File: src/rtl/regfile_wr_arbiter.sv
// Register-file write-port arbiter.
// The pipeline writeback path and a variable-latency late unit share one write port.
// A starvation guard forces the late request through after MAX_WAIT lost cycles.
// The winning write is registered toward the register file.
// A pending-destination scoreboard lets decode stall on RAW/WAW hazards against late results.
module regfile_wr_arbiter #(
    parameter int MAX_WAIT = 4
) (
    input  logic        i_clk,
    input  logic        i_rst,
    input  logic        i_pipe_valid,
    input  logic [4:0]  i_pipe_rd,
    input  logic [31:0] i_pipe_data,
    output logic        o_pipe_stall,
    input  logic        i_late_valid,
    input  logic [4:0]  i_late_rd,
    input  logic [31:0] i_late_data,
    output logic        o_late_ready,
    input  logic        i_issue_valid,
    input  logic [4:0]  i_issue_rd,
    input  logic        i_id_valid,
    input  logic [4:0]  i_id_rs1,
    input  logic [4:0]  i_id_rs2,
    input  logic [4:0]  i_id_rd,
    output logic        o_id_hazard,
    output logic        o_rf_we,
    output logic [4:0]  o_rf_rd,
    output logic [31:0] o_rf_wdata
);

    localparam logic [3:0] WAIT_LIM = 4'(MAX_WAIT);

    logic [3:0]  wait_cnt;
    logic [3:0]  wait_nxt;
    logic [31:0] pend;
    logic [31:0] pend_set;
    logic [31:0] pend_clr;
    logic [31:0] pend_nxt;
    logic        pipe_grant;
    logic        late_grant;

    // Arbitration: pipeline has priority until the late requester has lost MAX_WAIT times.
    always_comb begin
        pipe_grant = 1'b0;
        late_grant = 1'b0;
        if (i_late_valid && (!i_pipe_valid || (wait_cnt == WAIT_LIM))) begin
            late_grant = 1'b1;
        end else if (i_pipe_valid) begin
            pipe_grant = 1'b1;
        end else begin
            pipe_grant = 1'b0;
            late_grant = 1'b0;
        end
    end

    assign o_pipe_stall = i_pipe_valid & ~pipe_grant;
    assign o_late_ready = i_late_valid & late_grant;

    // Starvation counter: counts lost late cycles, clears on accept or when no late request.
    always_comb begin
        wait_nxt = wait_cnt;
        if (!i_late_valid || late_grant) begin
            wait_nxt = 4'd0;
        end else if (wait_cnt < WAIT_LIM) begin
            wait_nxt = wait_cnt + 4'd1;
        end else begin
            wait_nxt = wait_cnt;
        end
    end

    // Scoreboard update: clear on late accept, set on issue; set applied last so it wins.
    always_comb begin
        pend_set = 32'd0;
        pend_clr = 32'd0;
        if (i_issue_valid && (i_issue_rd != 5'd0)) begin
            pend_set[i_issue_rd] = 1'b1;
        end else begin
            pend_set = 32'd0;
        end
        if (late_grant) begin
            pend_clr[i_late_rd] = 1'b1;
        end else begin
            pend_clr = 32'd0;
        end
        pend_nxt = ((pend & ~pend_clr) | pend_set) & ~32'h0000_0001;
    end

    // Decode hazard looks only at the registered pending vector (no same-cycle bypass).
    assign o_id_hazard = i_id_valid & (pend[i_id_rs1] | pend[i_id_rs2] | pend[i_id_rd]);

    // Arbiter and scoreboard state registers.
    always_ff @(posedge i_clk) begin
        if (i_rst) begin
            wait_cnt <= 4'd0;
            pend     <= 32'd0;
        end else begin
            wait_cnt <= wait_nxt;
            pend     <= pend_nxt;
        end
    end

    // Registered write port; rd=0 writes complete the handshake but never assert the enable.
    always_ff @(posedge i_clk) begin
        if (i_rst) begin
            o_rf_we    <= 1'b0;
            o_rf_rd    <= 5'd0;
            o_rf_wdata <= 32'd0;
        end else if (late_grant) begin
            o_rf_we    <= (i_late_rd != 5'd0);
            o_rf_rd    <= i_late_rd;
            o_rf_wdata <= i_late_data;
        end else if (pipe_grant) begin
            o_rf_we    <= (i_pipe_rd != 5'd0);
            o_rf_rd    <= i_pipe_rd;
            o_rf_wdata <= i_pipe_data;
        end else begin
            o_rf_we    <= 1'b0;
        end
    end

endmodule

File: config.mk
export PLATFORM = sky130hd
export DESIGN_NAME = regfile_wr_arbiter
export DESIGN_NICKNAME = d
export VERILOG_FILES = /design/src/rtl/regfile_wr_arbiter.sv
export SDC_FILE = /design/constraint.sdc
export NUM_CORES = 1
export LEC_CHECK = 0
export ABC_AREA = 1
export BUFFER_PORTS_ARGS = -buffer_cell sky130_fd_sc_hd__buf_2
export CAP_MARGIN = 20
export CORE_ASPECT_RATIO = 1.4
export CORE_MARGIN = 5
export CORE_UTILIZATION = 46
export CTS_CLUSTER_DIAMETER = 80
export DETAILED_ROUTE_END_ITERATION = 16
export PLACE_DENSITY = 0.81
export SKIP_LAST_GASP = 1
export SLEW_MARGIN = 20
export SYNTH_ARGS = -nofsm -noshare
export SYNTH_HDL_FRONTEND = slang
export SYNTH_SLANG_ARGS = --single-unit
File: constraint.sdc
create_clock -name i_clk -period 1.9 [get_ports i_clk]
set_input_delay 0.285 -clock i_clk [delete_from_list [all_inputs] [get_ports i_clk]]
set_output_delay 0.285 -clock i_clk [all_outputs]
set_load 0.02 [all_outputs]
* Word-level counts from Yosys, hierarchy flattened
Index checks and enable logic that the tools add are counted.
** Cells by class
- Bitwise logic cells :: 9
- Add/sub/neg operators :: 1
- Reductions and logical operators :: 13
- Multiplexer cells :: 21
- Equality and inequality tests :: 1
- Magnitude comparators :: 8
** Operators with widths (number)
- $mux W32 :: 4
- $and A32 B32 Y32 :: 1
- $not A32 Y32 :: 1
- $or A32 B32 Y32 :: 1
- $lt A5 B6 Y1 const B :: 5
- $bmux W1 S5 :: 3
- $reduce_bool A5 Y1 :: 3
- $demux W1 S5 :: 2
- $ge A5 B1 Y1 const B :: 2
- $mux W1 :: 10
- $mux W5 :: 2
- $add A4 B1 Y4 const B :: 1
- $eq A4 B3 Y1 const B :: 1
- $logic_and A1 B1 Y1 :: 4
- $lt A4 B3 Y1 const B :: 1
- $and A1 B1 Y1 :: 3
- $logic_not A1 Y1 :: 2
- $logic_or A1 B1 Y1 :: 2
- $or A1 B1 Y1 :: 2
- $reduce_bool A2 Y1 :: 1
- $reduce_or A2 Y1 :: 1
- $not A1 Y1 :: 1
** Storage, ports and cells
- Logic and storage cells :: 59
- Bits in registers :: 74
- Output and inout port bits :: 41
- Input port bits :: 100

* Depth between registers and ports, before layout
Gate-level depths: netlist of run 1.
- Depth in word-level cells :: 8
- Mapped depth :: 13
- Mapped depth without buffers :: 11

* Worst setup path before layout of run 1
No wires, ideal clock.
- Path kind :: reg2out
- Start :: reg wait_cnt[0]
- End :: out o_pipe_stall
- Data required time :: 1615 ps
- Path buffers :: 2
- Slack :: 291 ps
- Stages on the path, launching flop included :: 9
- Arrival :: 1324 ps
- Path through :: dfxtp_1 > inv_1 > ha_1 > nand3_2 > nand2_2 > nand2_4 > buf_6 > buf_2 > nor2_1
** Between the ends
- Longest elaborated chain between the ends :: 6
** Ends and longest elaborated chain
- start: declaration :: line 33 : logic [3:0] wait_cnt;
- start signal: assignment :: line 97 : wait_cnt <= wait_nxt;
- $eq A4 B3 Y1 :: line 46 : if (i_late_valid && (!i_pipe_valid || (wait_cnt == WAIT_LIM))) begin
- $logic_or A1 B1 Y1 :: line 46
- $logic_and A1 B1 Y1 :: line 46
- $mux W1 :: line 46
- $not A1 Y1 :: line 56 : assign o_pipe_stall = i_pipe_valid & ~pipe_grant;
- $and A1 B1 Y1 :: line 56
- end: declaration :: line 14 : output logic o_pipe_stall,
Every way passes these cells.

* Final worst setup path of run 1
- Start :: reg pend[12]
- End :: out o_id_hazard
** Between the ends
- Longest elaborated chain between the ends :: 5
- Elaborated cells between the ends (all ways) :: 9
- Those cells by class :: mux (6); bitwise (3)
** Ends and longest elaborated chain
- start: declaration :: line 35 : logic [31:0] pend;
- start signal: assignment :: line 98 : pend <= pend_nxt;
- $bmux W1 S5 :: line 89 : assign o_id_hazard = i_id_valid & (pend[i_id_rs1] | pend[i_id_rs2] | pend[i_id_rd]);
- $mux W1 (not written as such) :: line 89
- $or A1 B1 Y1 :: line 89
- $or A1 B1 Y1 (*) :: line 89
- $and A1 B1 Y1 (*) :: line 89
- end: declaration :: line 25 : output logic o_id_hazard,
Every way passes the cells marked *; elsewhere a longest branch is shown, timed or not. The select of a mux whose other input is x is not followed.

==> flow_summary.ini, run 1 <==
[synthesis]
synth_area_um2 = 4350
postSynth.asyncResetShare = 0
synthAdderAreaFrac = 0.00575
ys.flop_type = dfxtp_1
muxShareOfSynthArea = 0
synth_compound_area_frac = 0.164
synthDominantCellAreaShare = 0.336
synth_top_family_by_area = simple AND/OR/NAND/NOR gates
synth_edf_count = 0
ys_warn_count = 0
synth.yosys.seq_area_share = 0.336
netlist.top_cell.by_area = dfxtp_1
syn_nets = 783
synth_xor_area_frac = 0.00201
yosysUniqueCellTypes = 34
ys_ff_latch = 73
syn_inst = 681
synth_area_leaders = dfxtp_1, nand2_1, nand3_1
synth_simple_gate_area_share = 0.362
avgSynthCellArea_um2 = 6.39

[global_route]
antenna_found_initial = 1
grt_pass1_wl_um = 22200
grt_usage = 0.237
grt_overflow = 0
grt_max_degree = 64
grt_pass1_vias = 4644

[floorplan]
die_w_um = 92.2
start_util = 0.465
pin_count = 141
coreArea_um2 = 9350
die_y_um = 125
rows = 42
design.die.area_um2 = 11500

[drt]
drc = 0
viasPerCell = 5.37
drt_iter0_markers = 395
num_vias = 4967
drt_wl_total_um = 13700
first_pass_iters = 5
drt-wirelength-per-cell_um = 14.8
ant_nets = 0

[sta]
hold_viol = 0
finalCritPeriodShare = 0.963
fin_skew_ns = 0.00424
period_needed_ns = 1.83
setup_viol = 0
rsz0062_at_grt = true
fmax_mhz = 546
hold_slack_ns = 0.206
drv_slew = 0
max_slew_margin = 0.527
tightest_slew_ns = 0.706

[power_and_ir_drop]
power_per_cell_area_nw_per_um2 = 747
power_frac_clock = 0.408
combPwrFrac = 0.184
pwr-share-seq = 0.408
intPower_mw = 2.93
p_leak_nw = 2.63
vdd_drop_max_mv = 0.593
switching_share = 0.276
total_power_mw = 4.05
power.switching_mw = 1.12

[final_layout]
final_nets = 911
drive_above_1_share = 0.274
area_delta_synth_final_pct = 24.5
stdcell_area_um2 = 5420

[clocking]
ctsHoldBuffers = 0
post_cts_buffers = 0
root_buffer = clkbuf_16
cts_max_path_buffers = 2
clk_pin_slew_ns = 0.05
tritoncts = yes
h-tree-depth = 3
clock-sinks = 73
insertion_delay_ns = 0.33
cts_buffers = 9

[placed_design]
io_buffers = 140
dp_hpwl_um = 10600
dpl-instance-area_um2 = 5070
place_congestion = 0.918

[worst_setup_path]
cp.required_ns = 1.62
crit_type = flop to primary output
worstPathArrival_ns = 1.55
endpoint_kind = primary output
startpoint_type = flop
crit_fanout = 4

[run]
drv_cap = 0

[hold_path]
worstHoldPathType = input pin to flop

[outcome]
status = completed
[synth_stat cells, types with 2 or more instances]
master and number:
inv_1 74, nand2_1 209, o21ai_0 39, nor2_2 3
dfxtp_1 73, nor2_1 18, buf_6 9, nand4_1 4
a21oi_1 38, nor3_1 2, inv_4 2, o21ai_1 14
a31oi_1 14, buf_2 12, inv_2 9, nor4_4 2
o211ai_1 18, nand3_1 110, ha_1 2, nand3_2 2
buf_4 5, nor3_2 2, clkbuf_1 9
[logic make-up (layout without fill, tap and decap cells)]
logic type,count (synthesis),after routing
simple gates,357,357
compound gates,126,126
buf+inv,122,255
flops,73,73
fa+ha+maj,2,2
xor+xnor,1,1
other cells,0,1
[cells in the final DEF (no fill, tap or decap), types with 10 or more instances in the layout]
cell / count
a21oi_1: 38
a31oi_1: 14
buf_2: 138
buf_4: 11
dfxtp_1: 43
dfxtp_2: 28
inv_1: 72
inv_2: 10
nand2_1: 209
nand3_1: 110
nor2_1: 17
o211ai_1: 18
o21ai_0: 39
o21ai_1: 14
[worst max-delay path, stage by stage (launching register included)]
cell,delay [ns]
dfxtp_2,0.34
or2_1,0.22
nand3_1,0.06
nand3_1,0.07
nand3_1,0.07
nand2_1,0.05
nand2_1,0.05
nand2_1,0.06
nor2_2,0.09
a21oi_2,0.06
buf_4,0.15
[layer usage]
| layer | up-vias | track usage | share of wire |
|---|---|---|---|
| met5 | - | 0 | 0 |
| met4 | 0 | 0.127 | 0.046 |
| met3 | 44 | 0.0715 | 0.10 |
| met2 | 256 | 0.391 | 0.47 |
| met1 | 2180 | 0.274 | 0.38 |
| li1 | 2487 | - | - |
[area by class of cell]
class | count | area, µm²
Fill cell | 918 | 3940
Multi-Input combinational cell | 486 | 2320
Sequential cell | 73 | 1500
Timing Repair Buffer | 152 | 821
Inverter | 87 | 339
Clock buffer | 13 | 250
Tap cell | 110 | 138
Clock inverter | 3 | 40.0
Antenna cell | 1 | 2.50
[worst paths after layout]
kind                                                from                           to  slack (ns)  cells after the start
worst max register to register  wait_cnt[0]$_SDFFE_PP0N_          pend[27]$_SDFF_PP0_        0.19                      9
worst min register to register  wait_cnt[3]$_SDFFE_PP0N_     wait_cnt[3]$_SDFFE_PP0N_        0.47                      2
worst max-delay path                 pend[12]$_SDFF_PP0_                  o_id_hazard        0.07                     10
worst min-delay path                     i_late_data[20]  o_rf_wdata[20]$_SDFFE_PP0P_        0.21                      3
[sequential cells by signal, indices dropped and copies added (netlist names)]
signal / count
wait_cnt: 4
o_rf_rd: 5
pend: 31
o_rf_wdata: 32
o_rf_we: 1
[power groups by stage]
stage,sequential [mW],clock (mW),combinational (mW)
6_report,1.65,1.65,0.745
5_1_grt,1.66,1.75,0.830
4_1_cts,1.65,1.68,0.741
3_5_place_dp,1.68,0,0.740
3_3_place_gp,1.68,0,0.732
2_1_floorplan,1.75,0,0.393
[through the flow]
step / setup slack, ns / utilization / cells / setup TNS [ns]
2_1_floorplan: 0.291 / - / 681 / 0
3_3_place_gp: 0.125 / 0.542 / 908 / 0
3_5_place_dp: 0.118 / 0.542 / 908 / 0
4_1_cts: 0.00392 / 0.574 / 924 / 0
5_1_grt: -0.0764 / 0.579 / 925 / -0.0764
6_report: 0.0700 / 0.579 / 925 / 0
[timing repair]
| item | in CTS | in global routing |
|---|---|---|
| resized for setup | 2 | 36 |
| cloned | 0 | 0 |
| endpoints found under the setup margin | 2 | 1 |
| pin swaps | 0 | 5 |
No activity file was read; power rests on OpenSTA's default activity.
==> run 2, diff against run 1 <==
--- a/config.mk
+++ b/config.mk
@@ -5,15 +5,13 @@
 export SDC_FILE = /design/constraint.sdc
 export NUM_CORES = 1
 export LEC_CHECK = 0
-export ABC_AREA = 1
 export BUFFER_PORTS_ARGS = -buffer_cell sky130_fd_sc_hd__buf_2
 export CAP_MARGIN = 20
 export CORE_ASPECT_RATIO = 1.4
-export CORE_MARGIN = 5
 export CORE_UTILIZATION = 46
 export CTS_CLUSTER_DIAMETER = 80
 export DETAILED_ROUTE_END_ITERATION = 16
-export PLACE_DENSITY = 0.81
+export PLACE_DENSITY = 0.79
 export SKIP_LAST_GASP = 1
 export SLEW_MARGIN = 20
 export SYNTH_ARGS = -nofsm -noshare
==> run 2 against run 1 <==
Net effect:
- the run now ends with negative setup slack left
- maximum frequency shrank 22%
- cell area grew 2.8%
- routed wire length shrank 5.3%
- via count shrank 17%
- synthesized cell count shrank 34%
- critical path type unchanged
- critical endpoint unchanged
- largest cell class unchanged
- largest power group is now the clock network
==> flow_summary.ini, run 2 <==
[outcome]
status = complete, but fails checks
violations = negative setup slack

[final_layout]
final_nets = 713
largest_register = o_rf_wdata
diodes = 0
fillCellCount = 664
stdcell_area_um2 = 5570
largest_reg_flops = 32
final_cell_mix = buf_2, dfxtp_1, nor2_1, mux2i_1, buf_4
reg_top3 = o_rf_wdata: 32 flops, pend: 31 flops, o_rf_rd: 5 flops
mostFrequentLayoutCell = buf_2
fin_cells = 721
multi_input_area_um2 = 2440
fin_util = 0.655
ff_latch_area_um2 = 1470
drive_above_1_share = 0.411
area_delta_synth_final_pct = 38.8

[global_route]
antenna_found_initial = 0
grt_max_degree = 75
met2_usage = 0.517
grt_overflow = 0
grt_pass1_vias = 4125
grt_busiest_layer = met2
use_met3 = 0.0797
grt_usage = 0.298
grt_pass1_wl_um = 20500
grt.met1_usage = 0.321

[worst_setup_path]
cpMostUsedCell = a2111oi_2
r2r_cells = 8
crit_slowest_cell = a2111oi_2
startpoint_type = flop
path_cells = nor2b_1, a2111oi_2, a2111oi_2, a2111oi_2, a41oi_2, buf_4
cp_num_buf_inv = 1
path_depth = 6
crit_family = compound AO/OA/AOI/OAI gates
worstPathArrival_ns = 2.05
crit_fanout = 4
cpPeakStageDelay_ns = 0.41
cp.required_ns = 1.62
crit_type = flop to primary output
endpoint_kind = primary output

[placed_design]
dpl.cell_count = 691
io_buffers = 140
dp_hpwl_um = 9600
dp_worst_setup_slack_ns = -0.376
dpl-instance-area_um2 = 5010
place_congestion = 0.913

[floorplan]
rows = 40
die_w_um = 80.9
design.die.area_um2 = 9110
start_util = 0.472
pin_count = 141
die_y_um = 113
coreArea_um2 = 8510

[sta]
max_slew_margin = 0.546
finalCritPeriodShare = 1.23
rsz0062_at_grt = true
fmax_mhz = 427
setup_ws_ns = -0.440
setup_viol = 1
tightest_slew_ns = 0.681
period_needed_ns = 2.34
drv_slew = 0
hold_viol = 0
fin_skew_ns = 0.00588

[synthesis]
syn_inst = 450
ys_warn_count = 0
syn_nets = 552
ys_ff_latch = 73
avgSynthCellArea_um2 = 8.92
ys.flop_type = dfxtp_1
synth_area_leaders = dfxtp_1, mux2i_1, mux4_2
postSynth.asyncResetShare = 0
yosysUniqueCellTypes = 44
ys_top_cells_by_count = dfxtp_1, nor2_1, mux2i_1
synth_area_um2 = 4010
synth_edf_count = 0
netlist.top_cell.by_area = dfxtp_1
synth_most_common_cell = dfxtp_1
synthDominantCellAreaShare = 0.364
synth.yosys.seq_area_share = 0.364

[drt]
viasPerCell = 5.69
drt_iter0_markers = 305
drt_wl_total_um = 13000
drt-wirelength-per-cell_um = 18.0
num_vias = 4105
drc = 0
first_pass_iters = 4
ant_nets = 0

[clocking]
cts_max_path_buffers = 2
insertion_delay_ns = 0.34
tritoncts = yes
ctsHoldBuffers = 0
h-tree-depth = 3
clock-sinks = 73
cts_buffers = 9
root_buffer = clkbuf_16
clk_pin_slew_ns = 0.06

[run]
drv_cap = 0

[power_and_ir_drop]
p_leak_nw = 2.39
power_per_cell_area_nw_per_um2 = 765
vdd_drop_max_mv = 0.471

[hold_path]
worstHoldPathType = input pin to flop
worstHoldPathCells = 2
==> run 2: report_power, final <==
part | switching [mW] | total (mW) | internal [mW]
registers | 0.0423 | 1.65 | 1.61
clock network | 0.643 | 1.86 | 1.22
logic | 0.417 | 0.755 | 0.337
==> run 2: final cells by class <==
class                   instances  area share
multi-input cells             329       0.438
well taps                     105      0.0236
clock buffers                  11      0.0454
inverters                      10     0.00674
repair buffers                188       0.209
clock inverters                 5      0.0139
flip-flops and latches         73       0.264
==> run 2: logic make-up (layout without fill, tap and decap cells) <==
group,after synthesis,in the layout,share of synthesized area
AO/OA/AOI/OAI,124,124,0.194
XOR/XNOR,1,1,0.00218
adder cells (fa/ha/maj),2,2,0.00623
buffers and inverters,48,214,0.0561
flip-flops,73,73,0.364
multiplexers,67,67,0.219
AND/OR/NAND/NOR,135,135,0.159
==> run 2: per-stage QoR <==
stage	TNS (ns)	hold slack (ns)	total power, mW
finish	-0.440	0.271	4.26
global route	-0.741	0.288	4.40
CTS	-0.472	0.259	4.26
detailed placement	-0.376	0.474	2.39
global placement	-0.228	0.459	2.36
floorplan	0	0.448	2.08
==> run 2: metal layers <==
metal	wire length, µm	part of all wire	vias up
met2	6790	0.52	217
li1	-	-	1968
met1	4790	0.37	1885
met3	953	0.073	35
met5	0	0	-
met4	476	0.037	0
==> run 2: path summary, 6_finish.rpt <==
kind	end	slack, ns	startpoint
worst max-delay path	o_id_hazard	-0.44	pend[8]$_SDFF_PP0_
worst min-delay path	pend[6]$_SDFF_PP0_	0.27	i_rst
worst min register to register	wait_cnt[3]$_SDFFE_PP0N_	0.49	wait_cnt[3]$_SDFFE_PP0N_
worst max register to register	pend[24]$_SDFF_PP0_	0.03	wait_cnt[1]$_SDFFE_PP0N_
==> run 2: worst register-to-register path, stage by stage, from the launching register on <==
cell	delay, ns
dfxtp_2	0.33
inv_2	0.06
ha_4	0.12
nand3b_1	0.16
a21boi_4	0.21
buf_4	0.15
or3b_4	0.45
o21ai_0	0.18
a21oi_1	0.09
==> run 2: what timing repair did <==
item	CTS	global route
gates resized for setup	17	18
gates cloned	1	0
setup endpoints to repair	3	14
pin swaps	3	3
buffers inserted	8	5
==> run 3, diff against run 2 <==
--- a/config.mk
+++ b/config.mk
@@ -8,10 +8,10 @@
 export BUFFER_PORTS_ARGS = -buffer_cell sky130_fd_sc_hd__buf_2
 export CAP_MARGIN = 20
 export CORE_ASPECT_RATIO = 1.4
-export CORE_UTILIZATION = 46
+export CORE_UTILIZATION = 40
 export CTS_CLUSTER_DIAMETER = 80
 export DETAILED_ROUTE_END_ITERATION = 16
-export PLACE_DENSITY = 0.79
+export PLACE_DENSITY = 0.7
 export SKIP_LAST_GASP = 1
 export SLEW_MARGIN = 20
 export SYNTH_ARGS = -nofsm -noshare
==> run 3 against run 2 <==
Net effect:
- the flow still finishes with violations (negative setup slack)
- register-to-register slack better by 0.08 ns
- largest cell class unchanged
- cell area down 0.61%
- highest routed layer unchanged
- non-clock buffer count down 2
- sequential power about the same
- critical path depth down 1
- cell count up 3.5%
- die area up 15%
- clock skew about the same
- sequential share of layout area about the same
==> flow_summary.ini, run 3 (same netlist as run 2, synthesis figures left out) <==
[worst_setup_path]
worstPathArrival_ns = 2.01
crit_type = flop to primary output
cp-startpoint = pend[30]$_SDFF_PP0_
endpoint_kind = primary output
r2r-start = wait_cnt[1]$_SDFFE_PP0N_
cp.required_ns = 1.62
crit_fanout = 4
path_cells = mux4_2, o211a_1, nor4_4, a41oi_2, buf_2
startpoint_type = flop
cpPeakStageDelay_ns = 0.48
r2r_cells = 9
crit_slowest_cell = mux4_2

[hold_path]
min_from = i_rst
worstHoldPathCells = 2
worstHoldPathType = input pin to flop

[sta]
max_slew_margin = 0.548
fin_skew_ns = 0.00561
finalCritPeriodShare = 1.21
setup_ws_ns = -0.399
hold_viol = 0
fmax_mhz = 435
rsz0062_at_grt = true
setup_viol = 1
tightest_slew_ns = 0.678
hold_slack_ns = 0.210
drv_slew = 0
period_needed_ns = 2.30

[power_and_ir_drop]
p_leak_nw = 2.36
power_per_cell_area_nw_per_um2 = 732
switching_share = 0.263
pwr-share-seq = 0.407
vdd_drop_max_mv = 0.510
total_power_mw = 4.05
power.switching_mw = 1.07
power_frac_clock = 0.411
combPwrFrac = 0.183
intPower_mw = 2.99

[final_layout]
final_cell_mix = buf_2, dfxtp_1, nor2_1, mux2i_1, buf_4
reg_top3 = o_rf_wdata: 32 flops, pend: 31 flops, o_rf_rd: 5 flops
fillCellCount = 887
multi_input_area_um2 = 2440
largest_reg_flops = 32
largest_register = o_rf_wdata
ff_latch_area_um2 = 1460
diodes = 0
drive_above_1_share = 0.393
mostFrequentLayoutCell = buf_2
final_nets = 711
fin_cells = 746
area_delta_synth_final_pct = 37.9

[drt]
top_layer_used = met4
drt_wl_total_um = 12500
drt_iter0_markers = 363
first_pass_iters = 4
dr_wl_met3_um = 790
wl_met1_um = 4820
viasPerCell = 5.55
num_vias = 4143
dr_wl_met2_um = 6460
ant_nets = 0
drt-wirelength-per-cell_um = 16.8
drc = 0

[clocking]
h-tree-depth = 3
cts_max_path_buffers = 2
clock-sinks = 73
insertion_delay_ns = 0.33
cts_buffers = 9
clk_pin_slew_ns = 0.06
ctsHoldBuffers = 0
tritoncts = yes
root_buffer = clkbuf_16

[floorplan]
pin_count = 141
die_w_um = 86.7
start_util = 0.417
coreArea_um2 = 9620
rows = 42
design.die.area_um2 = 10400
die_y_um = 121

[placed_design]
place_congestion = 0.860
dp_hpwl_um = 9490
io_buffers = 140
dp_worst_setup_slack_ns = -0.247
dpl.cell_count = 721

[global_route]
grt_max_degree = 75
grt_usage = 0.246
grt_pass1_wl_um = 19500
grt_overflow = 0
grt_pass1_vias = 4029
antenna_found_initial = 0

[outcome]
status = complete, but fails checks
violations = negative setup slack

[run]
drv_cap = 0
==> run 3: timing repair <==
action	in CTS	in global routing
resized for setup	7	20
endpoints found under the setup margin	12	36
buffers inserted	4	4
gates cloned	1	0
endpoints found under the hold margin	0	0
pin swaps	1	2
==> run 3: metal layers <==
layer,global-route usage,vias up
li1,-,1972
met1,0.272,1951
met2,0.436,190
met3,0.0478,30
met4,0.133,0
met5,0,-
==> run 3: power groups by stage <==
stage / clock [mW] / combinational, mW / sequential, mW
2_1_floorplan: 0 / 0.328 / 1.76
3_3_place_gp: 0 / 0.688 / 1.68
3_5_place_dp: 0 / 0.700 / 1.68
4_1_cts: 1.68 / 0.724 / 1.65
5_1_grt: 1.74 / 0.799 / 1.66
6_report: 1.66 / 0.740 / 1.65
==> run 3: worst paths after layout <==
kind                                 to  slack [ns]
min                  o_rf_we$_SDFF_PP0_        0.21
max reg2reg  o_rf_wdata[3]$_SDFFE_PP0P_        0.11
max                         o_id_hazard       -0.40
min reg2reg    wait_cnt[3]$_SDFFE_PP0N_        0.49
==> run 3: stage by stage <==
| step | utilization | instance area (µm²) | TNS [ns] |
|---|---|---|---|
| 3_5_place_dp | 0.527 | 5070 | -0.305 |
| 5_1_grt | 0.576 | 5540 | -0.507 |
| 4_1_cts | 0.566 | 5450 | -0.459 |
| 3_3_place_gp | 0.527 | 5070 | -0.237 |
| 6_report | 0.576 | 5540 | -0.399 |
| 2_1_floorplan | - | 4080 | 0 |
==> run 3: area by class of cell <==
cell class	count	share of cell area
Clock inverter	3	0.00723
Multi-Input combinational cell	329	0.440
Tap cell	132	0.0298
Inverter	10	0.00678
Timing Repair Buffer	186	0.207
Sequential cell	73	0.264
Clock buffer	13	0.0452
==> run 3: worst max-delay path, delay by kind of cell (launching register included) <==
family | cells | cell delay (ns)
multiplexers | 1 | 0.48
buffers and inverters | 1 | 0.18
AND/OR/NAND/NOR | 1 | 0.29
flip-flops | 1 | 0.35
AO/OA/AOI/OAI | 2 | 0.38
